[config.mk]
export PLATFORM = sky130hd
export DESIGN_NAME = lif_neuron_layer
export DESIGN_NICKNAME = d
export VERILOG_FILES = /design/src/rtl/lif_neuron_layer.sv
export SDC_FILE = /design/constraint.sdc
export NUM_CORES = 1
export LEC_CHECK = 0
export BUFFER_PORTS_ARGS = -buffer_cell sky130_fd_sc_hd__buf_2
export CAP_MARGIN = 40
export CORE_MARGIN = 1.5
export CORE_UTILIZATION = 45
export CTS_CLUSTER_SIZE = 12
export DETAILED_ROUTE_END_ITERATION = 8
export HOLD_SLACK_MARGIN = 0.06
export PLACE_DENSITY = 0.63
export SLEW_MARGIN = 0
export SYNTH_ARGS = -nofsm -noshare
export SYNTH_HDL_FRONTEND = slang
export SYNTH_SLANG_ARGS = --single-unit
[constraint.sdc]
create_clock -name clk -period 3.5 [get_ports clk]
set_input_delay 0.525 -clock clk [delete_from_list [all_inputs] [get_ports clk]]
set_output_delay 0.525 -clock clk [all_outputs]
set_load 0.02 [all_outputs]
[src/rtl/lif_neuron_layer.sv]
// Leaky integrate-and-fire layer: accumulates packed signed currents into N membrane
// potentials, then on each timestep boundary applies leak, threshold/fire and refractory.
module lif_neuron_layer #(
    parameter int N_NEURON   = 3,
    parameter int W_WIDTH    = 16,
    parameter int THRESH     = 100,
    parameter int LEAK_SHIFT = 3,
    parameter int REFRAC     = 1
) (
    input  logic                        clk,
    input  logic                        rst_n,
    input  logic                        cur_valid,
    input  logic [N_NEURON*W_WIDTH-1:0] cur_in,
    output logic                        in_ready,
    input  logic                        step_end,
    output logic [N_NEURON-1:0]         spike_out,
    output logic                        spike_valid,
    output logic [N_NEURON*W_WIDTH-1:0] v_mem,
    output logic                        step_overrun
);

    localparam int RW = (REFRAC > 0) ? $clog2(REFRAC + 1) : 1;
    localparam logic [RW-1:0]             REFRAC_V = RW'(REFRAC);
    localparam logic signed [W_WIDTH-1:0] THRESH_V = W_WIDTH'(THRESH);

    typedef enum logic [1:0] {ACCUM, LEAK, FIRE} state_t;

    state_t state, state_next;

    logic signed [W_WIDTH-1:0] v      [N_NEURON];
    logic signed [W_WIDTH-1:0] cur_w  [N_NEURON];
    logic        [RW-1:0]      refrac [N_NEURON];

    // Neuron 0 occupies the most significant word of both packed buses.
    for (genvar k = 0; k < N_NEURON; k++) begin : g_pack
        assign cur_w[k] = cur_in[W_WIDTH*(N_NEURON-1-k) +: W_WIDTH];
        assign v_mem[W_WIDTH*(N_NEURON-1-k) +: W_WIDTH] = v[k];
    end

    function automatic logic signed [W_WIDTH-1:0] sat_add(
        input logic signed [W_WIDTH-1:0] a,
        input logic signed [W_WIDTH-1:0] b
    );
        logic signed [W_WIDTH:0] s;
        s = {a[W_WIDTH-1], a} + {b[W_WIDTH-1], b};
        // Extra sign bit disagreeing with the top result bit means the sum left the range.
        if (s[W_WIDTH] != s[W_WIDTH-1])
            return s[W_WIDTH] ? {1'b1, {(W_WIDTH-1){1'b0}}} : {1'b0, {(W_WIDTH-1){1'b1}}};
        return s[W_WIDTH-1:0];
    endfunction

    function automatic logic signed [W_WIDTH-1:0] leak(input logic signed [W_WIDTH-1:0] x);
        if (LEAK_SHIFT == 0)
            return x;
        return x - (x >>> LEAK_SHIFT);
    endfunction

    assign in_ready = (state == ACCUM);

    always_ff @(posedge clk or negedge rst_n) begin
        if (!rst_n)
            state <= ACCUM;
        else
            // NOTE: sequential state uses non-blocking assignment so every register
            // samples pre-edge values regardless of process ordering.
            state <= state_next;
    end

    always_comb begin
        // NOTE: default assigned first so no path leaves state_next unassigned (no latch).
        state_next = state;
        case (state)
            ACCUM:   if (step_end) state_next = LEAK;
            LEAK:    state_next = FIRE;
            FIRE:    state_next = ACCUM;
            default: state_next = ACCUM;
        endcase
    end

    always_ff @(posedge clk or negedge rst_n) begin
        if (!rst_n) begin
            // NOTE: the per-neuron arrays are a handful of flops, not a RAM, so they
            // take the async reset like any other state.
            for (int k = 0; k < N_NEURON; k++) begin
                v[k]      <= '0;
                refrac[k] <= '0;
            end
            spike_out    <= '0;
            spike_valid  <= 1'b0;
            step_overrun <= 1'b0;
        end else begin
            spike_valid <= 1'b0;
            if (step_end && !in_ready)
                step_overrun <= 1'b1;
            case (state)
                ACCUM: begin
                    for (int k = 0; k < N_NEURON; k++)
                        if (cur_valid && refrac[k] == '0)
                            v[k] <= sat_add(v[k], cur_w[k]);
                end
                LEAK: begin
                    for (int k = 0; k < N_NEURON; k++)
                        v[k] <= leak(v[k]);
                end
                FIRE: begin
                    spike_valid <= 1'b1;
                    for (int k = 0; k < N_NEURON; k++) begin
                        if (refrac[k] == '0 && v[k] >= THRESH_V) begin
                            spike_out[N_NEURON-1-k] <= 1'b1;
                            v[k]                    <= '0;
                            refrac[k]               <= REFRAC_V;
                        end else begin
                            spike_out[N_NEURON-1-k] <= 1'b0;
                            if (refrac[k] != '0)
                                refrac[k] <= refrac[k] - RW'(1);
                        end
                    end
                end
                default: ;
            endcase
        end
    end

endmodule
After elaboration in Yosys (flattened, before gate mapping):

Cells that the tools add are included.

* bits in registers: 58
* bits in latches: 0
* input port bits: 52
* bits in read-only memories: 0
* logic and storage cells: 87
* RAM bits: 0
* output and inout bits: 54
* memories: 0

* $mul: 0
* equal/unequal tests: 12
* mux-type cells: 37
* shift-type cells: 0
* bitwise operators: 3
* $add $sub $neg: 9
* divide/modulo/power cells: 0
* $lt $le $gt $ge: 3
* reduce and logical (&&, ||, !) cells: 13

Operators with widths (number)
* $mux 16: 15
* $pmux 48 s3: 1
* $add 16x16->17: 3
* $ge 16x8->1 const B: 3
* $sub 16x13->16: 3
* $mux 1: 19
* $reduce_and 3->1: 3
* $ne 2x1->1 const B: 4
* $logic_and 1x1->1: 7
* $ne 2x2->1 const B: 3
* $pmux 2 s2: 1
* $ne 1x1->1: 3
* $not 1->1: 3
* $reduce_bool 3->1: 1
* $sub 1x1->1 const B: 3
* $eq 2x1->1 const B: 1
* $eq 2x2->1 const B: 1
* $logic_not 2->1: 1
* $mux 2: 1
* $logic_not 1->1: 1

Logic depth before layout (Yosys ltp):

Gate-level depths: netlist (run 1).

* word-level depth: 8
* gate-level depth with buffers: 12

Worst setup path before layout (run 1):

No wires, ideal clock.

* path kind: input-to-reg
* start point: input cur_in[21]
* end point: register v, in the netlist v_mem[27]
* path buffers: 1
* cell stages on the path: 10
* data required time: 3374 ps
* library setup time: 126 ps
* arrival time: 3148 ps
* setup slack: 226 ps
* cells stage by stage: ha_1 -> a21o_1 -> or3_4 -> o221a_4 -> a221o_1 -> a2111o_1 -> o31ai_4 -> buf_6 -> nor2_2 -> o32a_1

* longest elaborated chain between the ends: 8

RTL lines
* from (decl): RTL line 13 `input logic [N_NEURON*W_WIDTH-1:0] cur_in,`
* $add 16x16->17 *: RTL line 45 `s = {a[W_WIDTH-1], a} + {b[W_WIDTH-1], b};`
* $ne 1x1->1: RTL line 47 `if (s[W_WIDTH] != s[W_WIDTH-1])`
* $mux 1: RTL line 47
* $mux 1: RTL line 98 `if (cur_valid && refrac[k] == '0)`
* $mux 1: RTL line 95 `case (state)`
* $mux 16 *: RTL line 49 `return s[W_WIDTH-1:0];`
* $mux 16 *: RTL line 98
* $pmux 48 s3 *: RTL line 95
* to (signal, indexed assignment): RTL line 99 `v[k] <= sat_add(v[k], cur_w[k]);`
* to (signal, indexed assignment): RTL line 103 `v[k] <= leak(v[k]);`
* to (decl): RTL line 30 `logic signed [W_WIDTH-1:0] v [N_NEURON];`

Mark *: on every way between the ends. The rest lies on a longest branch, timed or not. The select of a mux whose other input is x is not followed.
A chain may end at the register's enable or synchronous reset.

Worst setup path after layout (run 1):

* start point: register v, in the netlist v_mem[21]
* end point: register v, in the netlist v_mem[16]

* longest elaborated chain between the ends: 8

RTL lines (RTL line)
* $add 16x16->17: 45
* $ne 1x1->1: 47
* $mux 1: 47
* $mux 1: 98
* $mux 1: 95
* $mux 16: 49
* $mux 16: 98
* $pmux 48 s3: 95

Parallel ways exist; a longest one is shown, timed or not. The select of a mux whose other input is x is not followed.

==> results of run 1 <==
[registers in the layout, indices dropped and copies added, names as in the netlist]
name,cells
v_mem,48
spike_out,3
state,2
spike_valid,1
step_overrun,1
[cell type report]
cell class / count / area (um2) / share of cell area [%]
inverters: 76 / 285 / 3.41
clock inverters: 2 / 12.5 / 0.149
clock buffers: 6 / 129 / 1.54
multi-input cells: 746 / 5350 / 63.9
well taps: 211 / 264 / 3.15
flip-flops and latches: 55 / 1380 / 16.4
diodes: 1 / 2.50 / 0.0299
repair buffers: 159 / 956 / 11.4
[kinds of logic (layout without fill, tap and decap cells)]
| group | Yosys count | in the layout | share of synthesized area (%) |
|---|---|---|---|
| AOI/OAI and AO/OA | 294 | 294 | 28.6 |
| xor gates and xnor gates | 61 | 61 | 7.54 |
| adders and majority gates | 108 | 108 | 19.6 |
| buffers and inverters | 95 | 243 | 5.15 |
| DFF | 55 | 55 | 19.4 |
| muxes | 6 | 6 | 0.865 |
| other | 0 | 1 | 0 |
| and+or+nand+nor | 277 | 277 | 18.8 |
[metal layers]
| metal | vias to the layer above | routed length, um |
|---|---|---|
| li1 | 3616 | - |
| met2 | 161 | 8930 |
| met3 | 10 | 821 |
| met1 | 3273 | 9480 |
| met4 | 2 | 128 |
| met5 | - | 13 |
[worst max path at each step]
stage	endpoint	depth (start not counted)
floorplan	v_mem[27]	10
global placement	v_mem[12]	11
detailed placement	v_mem[16]	11
CTS	v_mem[26]	10
global route	v_mem[38]	12
finish	v_mem[16]	10
[layout by cell type (no fill, tap or decap), types with 7 or more instances in the layout]
cell,instances
or3_1,7
a31oi_1,31
inv_1,76
a211oi_1,12
nand2b_1,12
buf_2,105
xor2_1,22
o31a_1,8
o211ai_1,12
a21o_1,27
o21a_1,21
nand4_1,9
nand2_1,58
buf_4,52
o21ai_0,37
and3_1,10
nor3_1,18
o21bai_1,8
ha_1,100
xnor2_1,39
dfrtp_1,55
nor2_1,99
a21oi_1,62
nor2b_1,13
a22oi_1,9
nand3_1,20
[per-stage QoR]
stage | std cells | setup WS [ns]
after floorplan | 896 | 0.226
after global placement | 1246 | -0.0302
after detailed placement | 1247 | 0.0983
after CTS | 1255 | 0.335
after global routing | 1255 | 0.126
final | 1256 | 0.345
==> results.txt, run 1 <==
1st-iter DRT viols = 464
num rows = 45
RSZ-0062 raised after global routing = false
Post-CTS Setup Bufs = 0
number of synthesized flops with an enable pin = 0
Post-DP HPWL = 15.4 mm
post-synthesis register bit count = 55
beginning of the worst register-to-register path = v_mem[21]
Max Cap Viol = 0
initial antenna violation count = 2
clock slew at reported path FFs = 0.07 ns
critical setup path kind = reg2reg
endpoint class of the critical path = register
top-area cell type share of the netlist area = 19.4%
final WL = 19.4 mm
final net count = 1201
GR Overflow Total = 0
critical path required time = 3.69 ns
Area Overhead vs Synth = 18.2%
Slowest cell on crit path = a2111o_1
port buffer count = 105
Rel. slew slack = 48.2%
Achievable Freq = 317 MHz
Final Util = 54.7%
most numerous cell in the Yosys netlist = ha_1
grt met3 use = 2.62%
largest net degree at the start of global routing = 56
setup TNS = 0 ns
final hold vios = 0
die height = 129 um
GR peak layer = met2
Post-Syn Area = 0.00709 mm2
CTS sink count = 55
Critical Path Source Type = register
core region area = 0.0153 mm2
met1 Usage GRT = 32.7%
ys async rst share = 100%
Slew @ Worst Pin = 0.776 ns
CTS tree = done
Max FO, Critical Path = 10
Mapped Nets = 1054
worst path cell trace = ha_1 -> a21o_1 -> or3_4 -> o221a_4 -> a221o_1 -> a2111o_1 -> o31ai_4 -> buf_12 -> a21oi_1 -> o31a_1
die area = 0.0165 mm2
total number of vias = 7062
Worst Setup SP = v_mem[21]
die width = 129 um
total CTS buffers = 5
Crit Reg-Reg Endpoint = v_mem[16]
CTS HTree Levels = 2
CP max stage delay = 0.41 ns
cts repair resizes = 0
ranking of synthesized cells by area = dfrtp_1 (19%), ha_1 (18%), nor2_1 (5.2%)
Routed Antenna Nets = 0
CTS Buffer Depth = 2
Syn Area/Cell = 7.91 um2
vias per cell = 5.62
Setup Skew = 0.00588 ns
delay-heaviest family, CP = compound AO/OA/AOI/OAI gates
Root Driver = clkbuf_16
drt drc = 0
Final Slew Violations = 0
Yosys top cell by area = dfrtp_1
CP arrival = 3.35 ns
GRT met2 Usage = 40.6%
layout cell share with drive strength beyond 1 = 17.4%
reg2reg path depth = 10
vias in the first global route = 6619
placed inst area = 0.00823 mm2
setup slack, reg-to-reg = 0.35 ns
worst hold-check path type = in2async
WL/cell = 15.4 um
Hold WS = 0.221 ns
Ys Warns = 0
Crit path buffers/inverters = 1
Ports = 106
min cycle time layout = 3.16 ns
final cycle utilization of the critical path = 90.1%
endpoints failing setup = 0
global-route total usage across every layer = 23.7%
worst skew pair latency = 0.30 ns
Starting Density = 46.3%
hold_buf cts = 0
DRT Pass-1 Iters = 5
status = finished, final reports clean
first-pass GRT wire length = 31.9 mm
Synth top cells by count = ha_1 (100), nor2_1 (99), inv_1 (76)
top_reg_cell synth = dfrtp_1
FILL cells = 1560
RePlAce Congestion = 0.873
Synth Instances = 896
post-route design area = 0.00838 mm2
post-synth cell types = 74
sequential-to-total area share from yosys stat = 19.4%
Power of run 1 is left out: the tool's default activity adds up to more than one toggle a clock period on the data nets, which glitch-free logic cannot reach.
==> run 2, diff against run 1 <==
==> constraint.sdc (replaced) <==
create_clock -name clk -period 3.5 [get_ports clk]
set_input_delay 0.525 -clock clk [delete_from_list [all_inputs] [get_ports clk]]
set_output_delay 0.525 -clock clk [all_outputs]
set_load 0.005 [all_outputs]
==> run 2 against run 1 <==
Sequential share of layout area is 0.064 points higher. Worst hold slack improved by 0.0063 ns. Via count increased by 0.25%. Critical path type unchanged.
==> results.txt, run 2 (synthesis results as in run 1) <==
Max Cap Viol = 0 (unchanged)
final cycle utilization of the critical path = 90.4% (+0.25 points)
num rows = 45 (unchanged)
critical setup path kind = reg2reg
GR Overflow Total = 0 (unchanged)
Post-Route M1 WL = 9.61 mm (+1.4%)
layout cell share with drive strength beyond 1 = 17.3% (-0.14 points)
RSZ-0062 raised after global routing = false
Setup Skew = 0.00469 ns (-0.00118 ns)
total CTS buffers = 5 (unchanged)
DRT Pass-1 Iters = 5 (unchanged)
Final Slew Violations = 0 (unchanged)
min cycle time layout = 3.16 ns (+0.00875 ns)
Slowest cell on crit path = or4b_2
1st-iter DRT viols = 324 (-30%)
Root Driver = clkbuf_16
initial antenna violation count = 2 (unchanged)
core region area = 0.0153 mm2 (unchanged)
Ports = 106 (unchanged)
CTS Buffer Depth = 2 (unchanged)
final net count = 1198 (-0.25%)
Slew @ Worst Pin = 0.605 ns (-0.171 ns)
worst path cell trace = buf_4 -> inv_1 -> fa_1 -> nor2b_1 -> o31a_1 -> o21ai_0 -> a211o_1 -> o211ai_1 -> or4b_2 -> o311a_1 -> buf_4 -> a21oi_1
Largest register FFs = 48 (unchanged)
DR top layer = met5
Routed Antenna Nets = 0 (unchanged)
Final WS setup = 0.336 ns (-0.00875 ns)
Post-CTS Setup Bufs = 0 (unchanged)
endpoints failing setup = 0 (unchanged)
WL met2 = 8.78 mm (-1.7%)
Rel. slew slack = 59.7% (+12 points)
drt drc = 0 (unchanged)
endpoint class of the critical path = register
die area = 0.0165 mm2 (unchanged)
clock slew at reported path FFs = 0.07 ns (about the same)
largest net degree at the start of global routing = 24 (-57%)
final WL = 19.4 mm (+0.33%)
critical path required time = 3.72 ns (+0.03 ns)
Final Util = 54.5% (-0.21 points)
die height = 129 um (unchanged)
vias per cell = 5.65 (+0.49%)
worst skew pair latency = 0.30 ns (about the same)
Worst Setup SP = v_mem[1]
die width = 129 um (unchanged)
CP max stage delay = 0.60 ns (+0.19 ns)
Area Overhead vs Synth = 17.7%
vias in the first global route = 6535 (-1.3%)
total number of vias = 7080 (+0.25%)
CTS HTree Levels = 2 (unchanged)
area of the multi-input gates = 0.00535 mm2 (unchanged)
met3 wire len = 831 um (+1.2%)
critical path's most frequent cell = buf_4
port buffer count = 105 (unchanged)
Post-DP HPWL = 15.6 mm (+1.5%)
CP arrival = 3.39 ns (+0.04 ns)
status = finished, final reports clean
final hold vios = 0 (unchanged)
CTS sink count = 55 (unchanged)
worst hold-check path type = in2async
Critical Path Source Type = register
Sequential cell area = 0.00138 mm2 (unchanged)
FILL cells = 1518 (-2.7%)
Max FO, Critical Path = 8 (-2)
first-pass GRT wire length = 31.5 mm (-1.3%)
WL/cell = 15.5 um (+0.57%)
global-route total usage across every layer = 23.6% (-0.088 points)
Crit path buffers/inverters = 3 (+2)
CTS tree = done
RePlAce Congestion = 0.892 (+2.1%)
cts repair resizes = 0 (unchanged)
hold_buf cts = 0 (unchanged)
most common cell after layout, fill and taps aside = buf_2
most frequent cells in the layout = buf_2 (105), ha_1 (100), nor2_1 (99)
Starting Density = 46.3% (unchanged)
beginning of the worst register-to-register path = v_mem[1]
delay-heaviest family, CP = compound AO/OA/AOI/OAI gates
Achievable Freq = 316 MHz (-0.28%)
setup slack, reg-to-reg = 0.34 ns (about the same)
Placement Setup Slack = 0.0976 ns (-0.000697 ns)
==> run 2: layout make-up <==
type,instances,share of cell area [%]
multi-input cells,746,64.1
clock buffers,5,1.50
repair buffers,156,11.0
diodes,1,0.0300
inverters,76,3.42
flip-flops and latches,55,16.5
well taps,211,3.16
clock inverters,3,0.225
==> run 2: per-layer routing <==
| layer | up-vias | track usage (%) |
|---|---|---|
| li1 | 3603 | - |
| met1 | 3299 | 32.7 |
| met2 | 158 | 39.9 |
| met3 | 18 | 2.74 |
| met4 | 2 | 4.63 |
| met5 | - | 0 |
==> run 2: per-stage QoR <==
step	TNS [ns]	instance area [um2]	hold slack, ns	cells
2_1_floorplan	0	7090	0.229	896
6_report	0	8340	0.227	1253
3_5_place_dp	0	8200	0.507	1244
4_1_cts	0	8340	0.233	1252
3_3_place_gp	-0.0665	8190	0.506	1243
5_1_grt	0	8340	0.262	1252
==> run 2: worst paths after layout <==
check,endpoint,cells past startpoint
worst max-delay path,v_mem[8],12
worst min-delay path,v_mem[8],1
worst max register to register,v_mem[8],12
worst min register to register,step_overrun,1
max in group asynchronous,v_mem[27],2
min in group clk,state[1],2
==> run 2: worst reg2reg max path, cell delays in order (launching register included) <==
cell and delay, ns:
dfrtp_1 0.35, buf_4 0.16, inv_1 0.06, fa_1 0.43
nor2b_1 0.16, o31a_1 0.19, o21ai_0 0.14, a211o_1 0.31
o211ai_1 0.21, or4b_2 0.61, o311a_1 0.16, buf_4 0.18
a21oi_1 0.14
Power of run 2 is left out for the same reason.
==> run 3, diff against run 2 <==
--- a/config.mk
+++ b/config.mk
@@ -12,7 +12,7 @@
 export CTS_CLUSTER_SIZE = 12
 export DETAILED_ROUTE_END_ITERATION = 8
 export HOLD_SLACK_MARGIN = 0.06
-export PLACE_DENSITY = 0.63
+export PLACE_DENSITY = 0.65
 export SLEW_MARGIN = 0
 export SYNTH_ARGS = -nofsm -noshare
 export SYNTH_HDL_FRONTEND = slang
==> run 3 against run 2 <==
Fmax down 1.2%. First-iteration DRC count up 1.9%. Sequential share of layout area up 0.14 points. Critical path depth down 1. Worst hold slack worse by 0.13 ns. Utilization down 0.47 points. Via count down 1.3%. Design area down 0.85%. Global-route usage down 0.63 points. Non-clock buffer count down 11. Clock skew up 0.0031 ns.
==> results.txt, run 3 (synthesis results as in run 1) <==
DRT Pass-1 Iters = 7 (+2)
RePlAce Congestion = 0.878 (-1.5%)
core region area = 0.0153 mm2 (unchanged)
Post-CTS Setup Bufs = 0 (unchanged)
Worst Setup EP = v_mem[8]
Crit path buffers/inverters = 2 (-1)
final net count = 1187 (-0.92%)
vias per cell = 5.63 (-0.30%)
min cycle time layout = 3.20 ns (+0.0382 ns)
setup TNS = 0 ns (unchanged)
endpoint class of the critical path = register
CTS sink count = 55 (unchanged)
RSZ-0062 raised after global routing = false
hold_buf cts = 0 (unchanged)
setup slack, reg-to-reg = 0.30 ns (-0.04 ns)
Area Overhead vs Synth = 16.7%
vias in the first global route = 6434 (-1.5%)
largest net degree at the start of global routing = 34 (+42%)
Worst Setup SP = v_mem[1]
critical path required time = 3.73 ns (about the same)
CTS Buffer Depth = 2 (unchanged)
1st-iter DRT viols = 330 (+1.9%)
clock slew at reported path FFs = 0.08 ns (about the same)
Starting Density = 46.3% (unchanged)
CTS tree = done
Slew @ Worst Pin = 0.609 ns (+0.00442 ns)
critical setup path kind = reg2reg
Routed Antenna Nets = 0 (unchanged)
# diodes = 0 (-1)
final hold vios = 0 (unchanged)
endpoints failing setup = 0 (unchanged)
worst path cell trace = inv_1 -> fa_1 -> nor2b_1 -> o31a_1 -> o21ai_0 -> a211o_1 -> o211ai_1 -> or4b_2 -> o311a_1 -> buf_4 -> a21oi_1
GR Overflow Total = 0 (unchanged)
delay-heaviest family, CP = compound AO/OA/AOI/OAI gates
cts repair resizes = 0 (unchanged)
area of the multi-input gates = 0.00535 mm2 (unchanged)
final cycle utilization of the critical path = 91.5% (+1.1 points)
Sequential cell area = 0.00138 mm2 (unchanged)
total CTS buffers = 5 (unchanged)
CP arrival = 3.43 ns (+0.04 ns)
Worst path depth = 11 (-1)
FILL cells = 1521 (+0.20%)
die width = 129 um (unchanged)
Largest register FFs = 48 (unchanged)
initial antenna violation count = 2 (unchanged)
Achievable Freq = 312 MHz (-1.2%)
Root Driver = clkbuf_16
worst hold-check path type = in2async
most frequent cells in the layout = buf_2 (105), ha_1 (100), nor2_1 (99)
Setup Skew = 0.00779 ns (+0.00310 ns)
port buffer count = 105 (unchanged)
total number of vias = 6991 (-1.3%)
Critical Path Source Type = register
Max Cap Viol = 0 (unchanged)
first-pass GRT wire length = 31.0 mm (-1.3%)
CP max stage delay = 0.60 ns (about the same)
die height = 129 um (unchanged)
status = finished, final reports clean
Slowest cell on crit path = or4b_2
reg2reg path depth = 11 (-1)
most common cell after layout, fill and taps aside = buf_2
beginning of the worst register-to-register path = v_mem[1]
worst skew pair latency = 0.30 ns (about the same)
Rel. slew slack = 59.4% (-0.29 points)
Post-DP HPWL = 15.1 mm (-3.0%)
global-route total usage across every layer = 22.9% (-0.63 points)
Crit Reg-Reg Endpoint = v_mem[8]
num rows = 45 (unchanged)
drt drc = 0 (unchanged)
final WL = 18.8 mm (-3.0%)
Max FO, Critical Path = 8 (unchanged)
Ports = 106 (unchanged)
Final Slew Violations = 0 (unchanged)
CTS HTree Levels = 2 (unchanged)
WL/cell = 15.2 um (-2.1%)
die area = 0.0165 mm2 (unchanged)
layout cell share with drive strength beyond 1 = 16.4% (-0.88 points)
-- run 3: how the worst min path moves through the flow --
stage,end,depth (start not counted)
6_report,v_mem[8],1
5_1_grt,v_mem[8],1
4_1_cts,v_mem[8],1
3_5_place_dp,v_mem[8],1
3_3_place_gp,step_overrun,1
2_1_floorplan,spike_out[0],0
-- run 3: final cells by class --
| type | count | share of cell area (%) |
|---|---|---|
| Sequential cell | 55 | 16.6 |
| Timing Repair Buffer | 145 | 10.3 |
| Multi-Input combinational cell | 746 | 64.7 |
| Tap cell | 211 | 3.19 |
| Clock buffer | 5 | 1.51 |
| Clock inverter | 3 | 0.242 |
| Inverter | 76 | 3.45 |
-- run 3: per-layer routing --
layer,GRT usage (%),part of all wire (%),vias to the layer above
met5,0,0.14,-
met4,4.03,1.1,4
met3,2.41,3.7,19
met2,37.9,45,134
met1,32.9,50,3254
li1,-,-,3580
-- run 3: per-stage QoR --
| stage | utilization (%) | std cells | setup WS [ns] | instance area, um2 | hold WS (ns) |
|---|---|---|---|---|---|
| detailed placement | 53.1 | 1233 | 0.0728 | 8130 | 0.422 |
| CTS | 54.0 | 1241 | 0.299 | 8270 | 0.105 |
| finish | 54.0 | 1241 | 0.298 | 8270 | 0.0977 |
| floorplan | - | 896 | 0.226 | 7090 | 0.229 |
| global placement | 52.9 | 1231 | 0.0336 | 8100 | 0.508 |
| global route | 54.0 | 1241 | 0.0215 | 8270 | 0.116 |
Power of run 3 is left out for the same reason.
